`src/rtl/mux_n_to_1_reg.sv`:
```
// mux_n_to_1_reg: registered N-to-1 multiplexer behind a valid/ready handshake.
//
// Handshake (both sides): a beat transfers on a rising edge where valid and
// ready are both high. Valid must not depend on ready. Once the upstream side
// raises inValid, it holds inValid until the beat transfers. The one-entry
// output register makes inReady combinational: the block can accept whenever
// the register is empty or is being drained in the same cycle. This gives
// full throughput with no bubble.
//
// Legal NUM_INPUTS range is 2..16. The select decode compares only against
// existing input indices. When NUM_INPUTS is a power of two, every select
// value is in range, so selError can never set.
module mux_n_to_1_reg #(
    parameter int   DATA_WIDTH = 32,
    parameter int   NUM_INPUTS = 4,
    localparam int  SEL_WIDTH  = $clog2(NUM_INPUTS)
) (
    input  logic                             clk,
    input  logic                             reset,
    input  logic [NUM_INPUTS*DATA_WIDTH-1:0] inputData,
    input  logic [SEL_WIDTH-1:0]             select,
    input  logic                             inValid,
    output logic                             inReady,
    output logic [DATA_WIDTH-1:0]            outputData,
    output logic                             outValid,
    input  logic                             outReady,
    output logic                             selError,
    output logic [15:0]                      xferCount
);

    logic [DATA_WIDTH-1:0] r_out_data;
    logic                  r_out_valid;
    logic                  r_sel_error;
    logic [15:0]           r_xfer_count;

    logic [DATA_WIDTH-1:0] w_mux_data;
    logic                  w_sel_in_range;
    logic                  w_in_ready;
    logic                  w_accept;
    logic                  w_consume;

    // Select decode: an out-of-range index yields zero data and no range hit.
    always_comb begin
        w_mux_data     = '0;
        w_sel_in_range = 1'b0;
        for (int i = 0; i < NUM_INPUTS; i++) begin
            if (select == SEL_WIDTH'(i)) begin
                w_mux_data     = inputData[i*DATA_WIDTH +: DATA_WIDTH];
                w_sel_in_range = 1'b1;
            end
        end
    end

    // Handshake qualifiers. Reset blocks intake so nothing is accepted while it is held.
    always_comb begin
        w_in_ready = !reset && (!r_out_valid || outReady);
        w_accept   = inValid && w_in_ready;
        w_consume  = r_out_valid && outReady;
    end

    // Output register, sticky error flag and consume counter.
    always_ff @(posedge clk) begin
        if (reset) begin
            r_out_data   <= '0;
            r_out_valid  <= 1'b0;
            r_sel_error  <= 1'b0;
            r_xfer_count <= 16'h0000;
        end else begin
            if (w_accept) begin
                r_out_data  <= w_mux_data;
                r_out_valid <= 1'b1;
                if (!w_sel_in_range) begin
                    r_sel_error <= 1'b1;
                end
            end else if (w_consume) begin
                r_out_valid <= 1'b0;
            end
            if (w_consume) begin
                r_xfer_count <= r_xfer_count + 16'd1;
            end
        end
    end

    assign inReady    = w_in_ready;
    assign outputData = r_out_data;
    assign outValid   = r_out_valid;
    assign selError   = r_sel_error;
    assign xferCount  = r_xfer_count;

endmodule

```
`config.mk`:
```
export PLATFORM = sky130hd
export DESIGN_NAME = mux_n_to_1_reg
export DESIGN_NICKNAME = d
export VERILOG_FILES = /design/src/rtl/mux_n_to_1_reg.sv
export SDC_FILE = /design/constraint.sdc
export NUM_CORES = 1
export LEC_CHECK = 0
export ABC_AREA = 1
export BUFFER_PORTS_ARGS = -buffer_cell sky130_fd_sc_hd__buf_4
export CORE_UTILIZATION = 46
export DETAILED_ROUTE_END_ITERATION = 7
export GPL_TIMING_DRIVEN = 0
export PLACE_DENSITY = 0.95
export SLEW_MARGIN = 30
export SYNTH_ARGS = -nofsm -noshare
export SYNTH_HDL_FRONTEND = slang
export SYNTH_SLANG_ARGS = --single-unit
```
`constraint.sdc`:
```
create_clock -name clk -period 2 [get_ports clk]
set_input_delay 0.4 -clock clk [delete_from_list [all_inputs] [get_ports clk]]
set_output_delay 0.4 -clock clk [all_outputs]
set_load 0.05 [all_outputs]
```
# Word level (Yosys, flattened, before mapping)
# Index checks and enable logic that the tools add are counted.
classes:
  n_addsub: 1
  n_eq_ne: 3
  muxes: 10
  bitwise: 1
  n_reduce_logical: 9
ops:
  columns: ["op", "count"]
  rows:
  - ["32-bit two-way mux", 4]
  - ["16-bit by 1-bit adder with 16-bit output (second input constant)", 1]
  - ["1-bit two-way mux", 6]
  - ["2-bit equality test (second input constant)", 2]
  - ["1-bit logical AND", 3]
  - ["2-bit by 1-bit equality test with 1-bit output (second input constant)", 1]
  - ["1-bit zero test", 2]
  - ["2-bit zero test", 1]
  - ["2-bit AND reduction", 1]
  - ["2-bit nonzero test", 1]
  - ["1-bit logical OR", 1]
  - ["1-bit inverter", 1]
word_totals:
  reg_bits: 50
  input_bits: 134
  output_inout_bits: 51
  elab_cells: 28

# Logic depth before layout (Yosys ltp)
# Gate-level depths: netlist of run 1.
logic_depth:
  ltp_word: 7
  depth_mapped: 8
  mapped_depth_nobuf: 8

# Least setup slack after synthesis of run 1
# Ideal clock, no wire load.
synth_path:
  path_type: "reg-to-reg"
  startpoint: "register r_xfer_count[1], in the netlist xferCount[1]"
  endpoint: "register r_xfer_count[12], in the netlist xferCount[12]"
  arrival_time_ps: 1463
  setup_slack_ps: 424
  path_stages_with_launch: 7
  path_buffers: 0
  synth_period_minus_slack_ps: 1576
  cell_sequence: "dfxtp_1 > ha_1 > nand3_2 > nor2_2 > nand4_1 > nor2_1 > nor2_1"
synth_between:
  elab_chain_cells: 1
synth_rtl:
  columns: ["item", "line", "text"]
  rows:
  - ["from (decl)", "34", "logic [15:0] r_xfer_count;"]
  - ["from (signal assigned)", "79", "r_xfer_count <= r_xfer_count + 16'd1;"]
  - ["16-bit by 1-bit adder with 16-bit output", "79", null]
# No other way between the ends.
# A chain may end at the register's enable or synchronous reset.

# Worst setup path after layout of run 1
layout_path:
  startpoint: "register r_out_valid, in the netlist outValid"
  endpoint: "output port inReady"
layout_between:
  elab_chain_cells: 3
layout_rtl:
  columns: ["item", "line", "text"]
  rows:
  - ["from (decl)", "32", "logic r_out_valid;"]
  - ["from (signal assigned)", "65", "r_out_valid <= 1'b0;"]
  - ["from (signal assigned)", "71", "r_out_valid <= 1'b1;"]
  - ["from (signal assigned)", "76", "r_out_valid <= 1'b0;"]
  - ["1-bit zero test", "56", "w_in_ready = !reset && (!r_out_valid || outReady);"]
  - ["1-bit logical OR", "56", null]
  - ["1-bit logical AND", "56", null]
  - ["to (decl)", "23", "output logic inReady,"]
# No other way between the ends.

==> results of run 1 <==
logic make-up after synthesis:
kind of cell	share of synthesized area
AOI/OAI and AO/OA	0.0295
adders and majority gates	0.00447
buffers and inverters	0.0747
DFF	0.358
and+or+nand+nor	0.534
area by class of cell:
type	instances	area, µm²	area share
plain buffers	23	111	0.0254
inverters	26	97.6	0.0223
flip-flops and latches	50	1000	0.228
repair buffers	184	1380	0.315
clock inverters	2	37.5	0.00856
well taps	75	93.8	0.0214
clock buffers	6	72.6	0.0166
multi-input cells	365	1590	0.362
metal layers:
metal / vias to the layer above / GRT usage / share of wire
met3: 41 / 0.0697 / 0.078
met2: 184 / 0.560 / 0.50
li1: 1863 / - / -
met1: 1703 / 0.360 / 0.38
met4: 0 / 0.146 / 0.045
met5: - / 0 / 0
sequential cells by signal (all words and copies together) (netlist names):
| register | cells |
|---|---|
| outputData | 32 |
| xferCount | 16 |
| outValid | 1 |
| selError | 1 |
through the flow:
stage	total power, mW	hold WS, ns	util
5_1_grt	2.68	0.282	0.745
4_1_cts	2.59	0.278	0.745
6_report	2.58	0.284	0.745
3_3_place_gp	1.87	0.413	0.726
3_5_place_dp	1.88	0.434	0.726
2_1_floorplan	1.51	0.472	-
synth_stat cells:
library cell / instances
inv_1: 22
nand3_2: 1
nand2_4: 1
ha_1: 1
nor3_2: 1
o21ai_0: 7
buf_2: 20
dfxtp_1: 50
a21oi_1: 8
nand4_1: 37
clkbuf_1: 3
inv_2: 4
nand2_1: 229
nor2_2: 4
nor3_1: 1
nor2_4: 2
nor2_1: 33
o21bai_1: 1
nand3_1: 39
power by group:
group | switching [mW] | total (mW) | internal (mW)
sequential | 0.0375 | 1.09 | 1.05
combinational | 0.450 | 0.774 | 0.324
clock | 0.338 | 0.712 | 0.373
total | 0.826 | 2.58 | 1.75
cell usage in the layout, fill, tap and decap left out:
master	Yosys	routed
nand4_1	37	37
dfxtp_1	50	50
nor3_1	1	1
inv_1	22	22
a21oi_1	8	8
o21ai_0	7	7
buf_4	0	184
clkinvlp_4	0	1
o21bai_1	1	1
nor3_2	1	1
nand2_4	1	1
bufinv_16	0	1
clkbuf_8	0	5
inv_2	4	4
buf_2	20	20
nand2_1	229	229
nor2_4	2	2
ha_1	1	1
nand3_2	1	1
clkbuf_1	3	4
nand3_1	39	39
nor2_1	33	33
nor2_2	4	4
path summary, 6_finish.rpt:
path	slack, ns	cells after the start	endpoint
worst max register to register	0.62	6	xferCount[12]
worst min register to register	0.44	2	selError
worst min-delay path	0.28	2	outValid
worst max-delay path	0.35	4	inReady
==> results.toml, run 1 <==
[run_status]
status = "complete, no violations"

[sta]
hold_violations = 0
rsz0062_at_grt = "no"
skew_ns = 0.00516
tightest_slew_ns = 0.487
setup-violations-final = 0
drv_slew = 0
min_period_over_period = 0.823
worst_slack_ns = 0.354
setup_tns_ns = 0
max_freq_mhz = 607
period_needed_ns = 1.65
max_slew_margin = 0.675

[run]
maxCapViolations = 0

[drt]
ant_nets = 0
drt_iter0_markers = 192
wl_per_cell_um = 13.9
drc = 0
via_per_inst = 5.19
via_count = 3791
firstDrtPassIters = 5
wirelength_um = 10100

[yosys]
synth_seq_area_share = 0.358
postSynthAreaPerCell_um2 = 6.03
synth_area_um2 = 2800
synth_largest_area_cell = "dfxtp_1"
synthTopCellsByArea = "dfxtp_1 (36%), nand2_1 (31%), nand4_1 (8.3%)"
yosysWarnings = 0
synthesis.nets = 599
synth_cell_type_count = 19
synthCells = 464
synth_seq_cells = 50
synth_top_area_frac = 0.358

[critical_path]
worst_path_largest_cell_delay_ns = 0.45
r2r_start = "xferCount[1]"
critical-path-slowest-cell = "dfxtp_1"
startpoint = "outValid"
required_ns = 1.60
crit_chain = "inv_1 -> nor2_2 -> nor2_4 -> buf_4"
crit_family = "flip-flops"
start_kind = "register"
cp-end-kind = "output pin"
critPathBufInv = 2
critPathMaxFanout = 6
crit_arrival_ns = 1.25
crit_type = "reg2out"

[clock_network]
cts_hold_buf = 0
cts_resized = 0
cts_made_buffers = 5
clock_path_buffers = 2
insertion_delay_ns = 0.30
cts_htree_levels = 2
clock_tree.root_cell = "clkbuf_8"
post_cts_buffers = 0
cts.clk_slew.worst_paths_ns = 0.09
cts_sinks = 50
cts_tree = "done"

[layout]
nets = 790
finalInstanceArea_um2 = 4380
area_growth_pct = 56.6
drive_gt1_frac = 0.341
layout.cells.non_filler = 731
antenna-diode-count = 0
fillers = 470

[floorplan]
core_um2 = 5890
die_h_um = 80.0
dieArea_um2 = 6400
ios = 185
die_x_um = 80.0
rows = 28
floorplan.initialDensity = 0.476

[placed_design]
pre_cts_slack_ns = 0.503
hpwl_um = 7990
port_buffers = 184
gp_congestion = 0.942
dp.cells = 723
placed_area_um2 = 4270

[hold_path]
hp-class = "in2reg"
hold_path_startpoint = "reset"

[pwr]
p_per_area_nw_per_um2 = 587
leakage_nw = 2.26
ir_drop_uv = 313

[grt]
grt_pass1_wl_um = 15800
groute.usage.overall = 0.317
antenna_found_initial = 0
grt_pass1_vias = 3577
grt_max_degree = 16
grt.overflow.total = 0
Note: power is estimated with default switching activity, not from simulation.
==> inputs of run 2 (changes only) <==
- ABC_AREA: 1 -> 0
- CORE_UTILIZATION: 46 -> 38
- PLACE_DENSITY: 0.95 -> 0.86
- clock period: 2 -> 1.35 ns (I/O delays scaled with it)
==> run 2 against run 1 <==
Against the previous run: cell count down 20%; non-clock buffer count up 23; register-to-register slack worse by 0.90 ns; the run now ends with negative setup slack left; critical path type is now reg2reg; routed wire length down 3.9%; utilization about the same; via count down 20%; sequential share of layout area down 2.3 points.
==> results.toml, run 2 <==
[floorplan]
core_um2 = 6830
floorplan.initialDensity = 0.396
die_h_um = 86.4
dieArea_um2 = 7470
rows = 30
die_x_um = 86.4
ios = 185

[drt]
firstDrtPassIters = 4
wl_per_cell_um = 16.7
drt_iter0_markers = 102
via_count = 3032
wirelength_um = 9750
drc = 0
ant_nets = 0
via_per_inst = 5.18

[hold_path]
hp-class = "in2reg"

[run_status]
status = "finished, violations left"
violations = "negative setup slack"

[pwr]
p_per_area_nw_per_um2 = 796
leakage_nw = 2.23
ir_drop_uv = 411

[grt]
grt_pass1_vias = 2975
grt_max_degree = 15
antenna_found_initial = 0
grt_pass1_wl_um = 14000
groute.usage.overall = 0.241
grt.overflow.total = 0

[sta]
worst_slack_ns = -0.281
hold_ws_ns = 0.211
skew_ns = 0.00729
setup-violations-final = 36
rsz0062_at_grt = "yes"
tightest_slew_ns = 0.607
setup_tns_ns = -2.27
drv_slew = 0
period_needed_ns = 1.63
max_slew_margin = 0.596
hold_violations = 0
min_period_over_period = 1.21
max_freq_mhz = 613

[yosys]
synthesis.nets = 405
synth_seq_cells = 50
synth_top_area_frac = 0.370
synth_largest_area_cell = "dfxtp_1"
synth_most_common_cell = "dfxtp_1"
synthCells = 270
synth_cell_type_count = 27
synth_seq_area_share = 0.370
postSynthAreaPerCell_um2 = 10.0
async_reset_ff_frac = 0
synthTopCellsByArea = "dfxtp_1 (37%), mux4_2 (27%), nand2b_1 (7.4%)"
synth_area_um2 = 2710
synth_top_flop_cell = "dfxtp_1"
netlist_top_cells_count = "dfxtp_1 (50), nand2_1 (42), o21ai_0 (37)"
yosysWarnings = 0
synth-edff-count = 0

[critical_path]
critPathMaxFanout = 4
required_ns = 1.58
worst_path_largest_cell_delay_ns = 0.51
start_kind = "register"
critical-path-slowest-cell = "or4_4"
crit_type = "reg2reg"
crit_chain = "ha_4 -> nand2_4 -> or4_4 -> or3_4 -> a21oi_2"
cp-end-kind = "register"
crit_arrival_ns = 1.86

[layout]
final_common_cell = "buf_4"
final_cell_mix = "buf_4 (195), dfxtp_1 (38), nand2b_1 (32), mux4_2 (32), o21ai_1 (27)"
antenna-diode-count = 0
drive_gt1_frac = 0.681
fillers = 478
area_growth_pct = 87.9
utilization = 0.745
nets = 623
largest_reg_flops = 32

[clock_network]
insertion_delay_ns = 0.30
cts_made_buffers = 5
cts_hold_buf = 0
cts_sinks = 50
cts.clk_slew.worst_paths_ns = 0.09
clock_path_buffers = 2
cts_htree_levels = 2
cts_tree = "done"
clock_tree.root_cell = "clkbuf_8"

[run]
maxCapViolations = 0

[placed_design]
gp_congestion = 0.845
pre_cts_slack_ns = -0.536
hpwl_um = 6840
port_buffers = 182
## run 2: logic make-up after synthesis
group	synth area share
adders and majority gates	0.00462
and+or+nand+nor	0.215
AOI/OAI and AO/OA	0.0795
DFF	0.370
xor gates and xnor gates	0.0291
buffers and inverters	0.0319
muxes	0.270
## run 2: layout make-up
| class | instances | area (µm²) | area share |
|---|---|---|---|
| multi-input combinational | 198 | 1850 | 0.363 |
| timing repair buffer | 211 | 1770 | 0.349 |
| sequential | 50 | 1050 | 0.206 |
| buffer | 19 | 183 | 0.0359 |
| tap | 96 | 120 | 0.0236 |
| clock buffer | 7 | 76.3 | 0.0150 |
| clock inverter | 1 | 30.0 | 0.00590 |
| inverter | 3 | 11.3 | 0.00221 |
## run 2: critical path, delay by kind of cell, from the launching register on
family	cells	cell delay (ns)
compound gates	1	0.13
simple gates	3	0.90
fa+ha+maj	1	0.15
flops	1	0.38
## run 2: timing repair
action                                  CTS  global route
cloned                                    0             8
setup buffers                            17             5
resized for setup                        26           103
endpoints found under the setup margin   39            43
pin swaps                                10             9
## run 2: path summary, 6_finish.rpt
check                      start              to  slack, ns  cells past startpoint
setup / recovery    xferCount[0]   xferCount[14]      -0.28                      5
hold / removal           inValid        outValid       0.21                      3
setup reg to reg    xferCount[0]   xferCount[14]      -0.28                      5
hold reg to reg   outputData[27]  outputData[27]       0.47                      2
## run 2: routing by layer
| metal | vias to the layer above | wire length [µm] | GRT usage |
|---|---|---|---|
| met4 | 0 | 256 | 0.0773 |
| met1 | 1455 | 3530 | 0.284 |
| met2 | 149 | 5420 | 0.442 |
| met3 | 23 | 533 | 0.0457 |
| li1 | 1405 | - | - |
| met5 | - | 0 | 0 |
## run 2: stage by stage
stage	area [µm²]	instances	power, mW
floorplan	2800	270	2.30
global placement	4290	548	2.79
detailed placement	4290	548	2.82
CTS	4630	573	3.89
global route	5090	585	4.21
finish	5090	585	4.05
## run 2: power by group
group          internal, mW  switching [mW]  leakage [nW]  total (mW)
Sequential             1.54          0.0539         0.419        1.60
Clock                 0.556           0.496        0.0524        1.05
Combinational         0.705           0.694          1.76        1.40
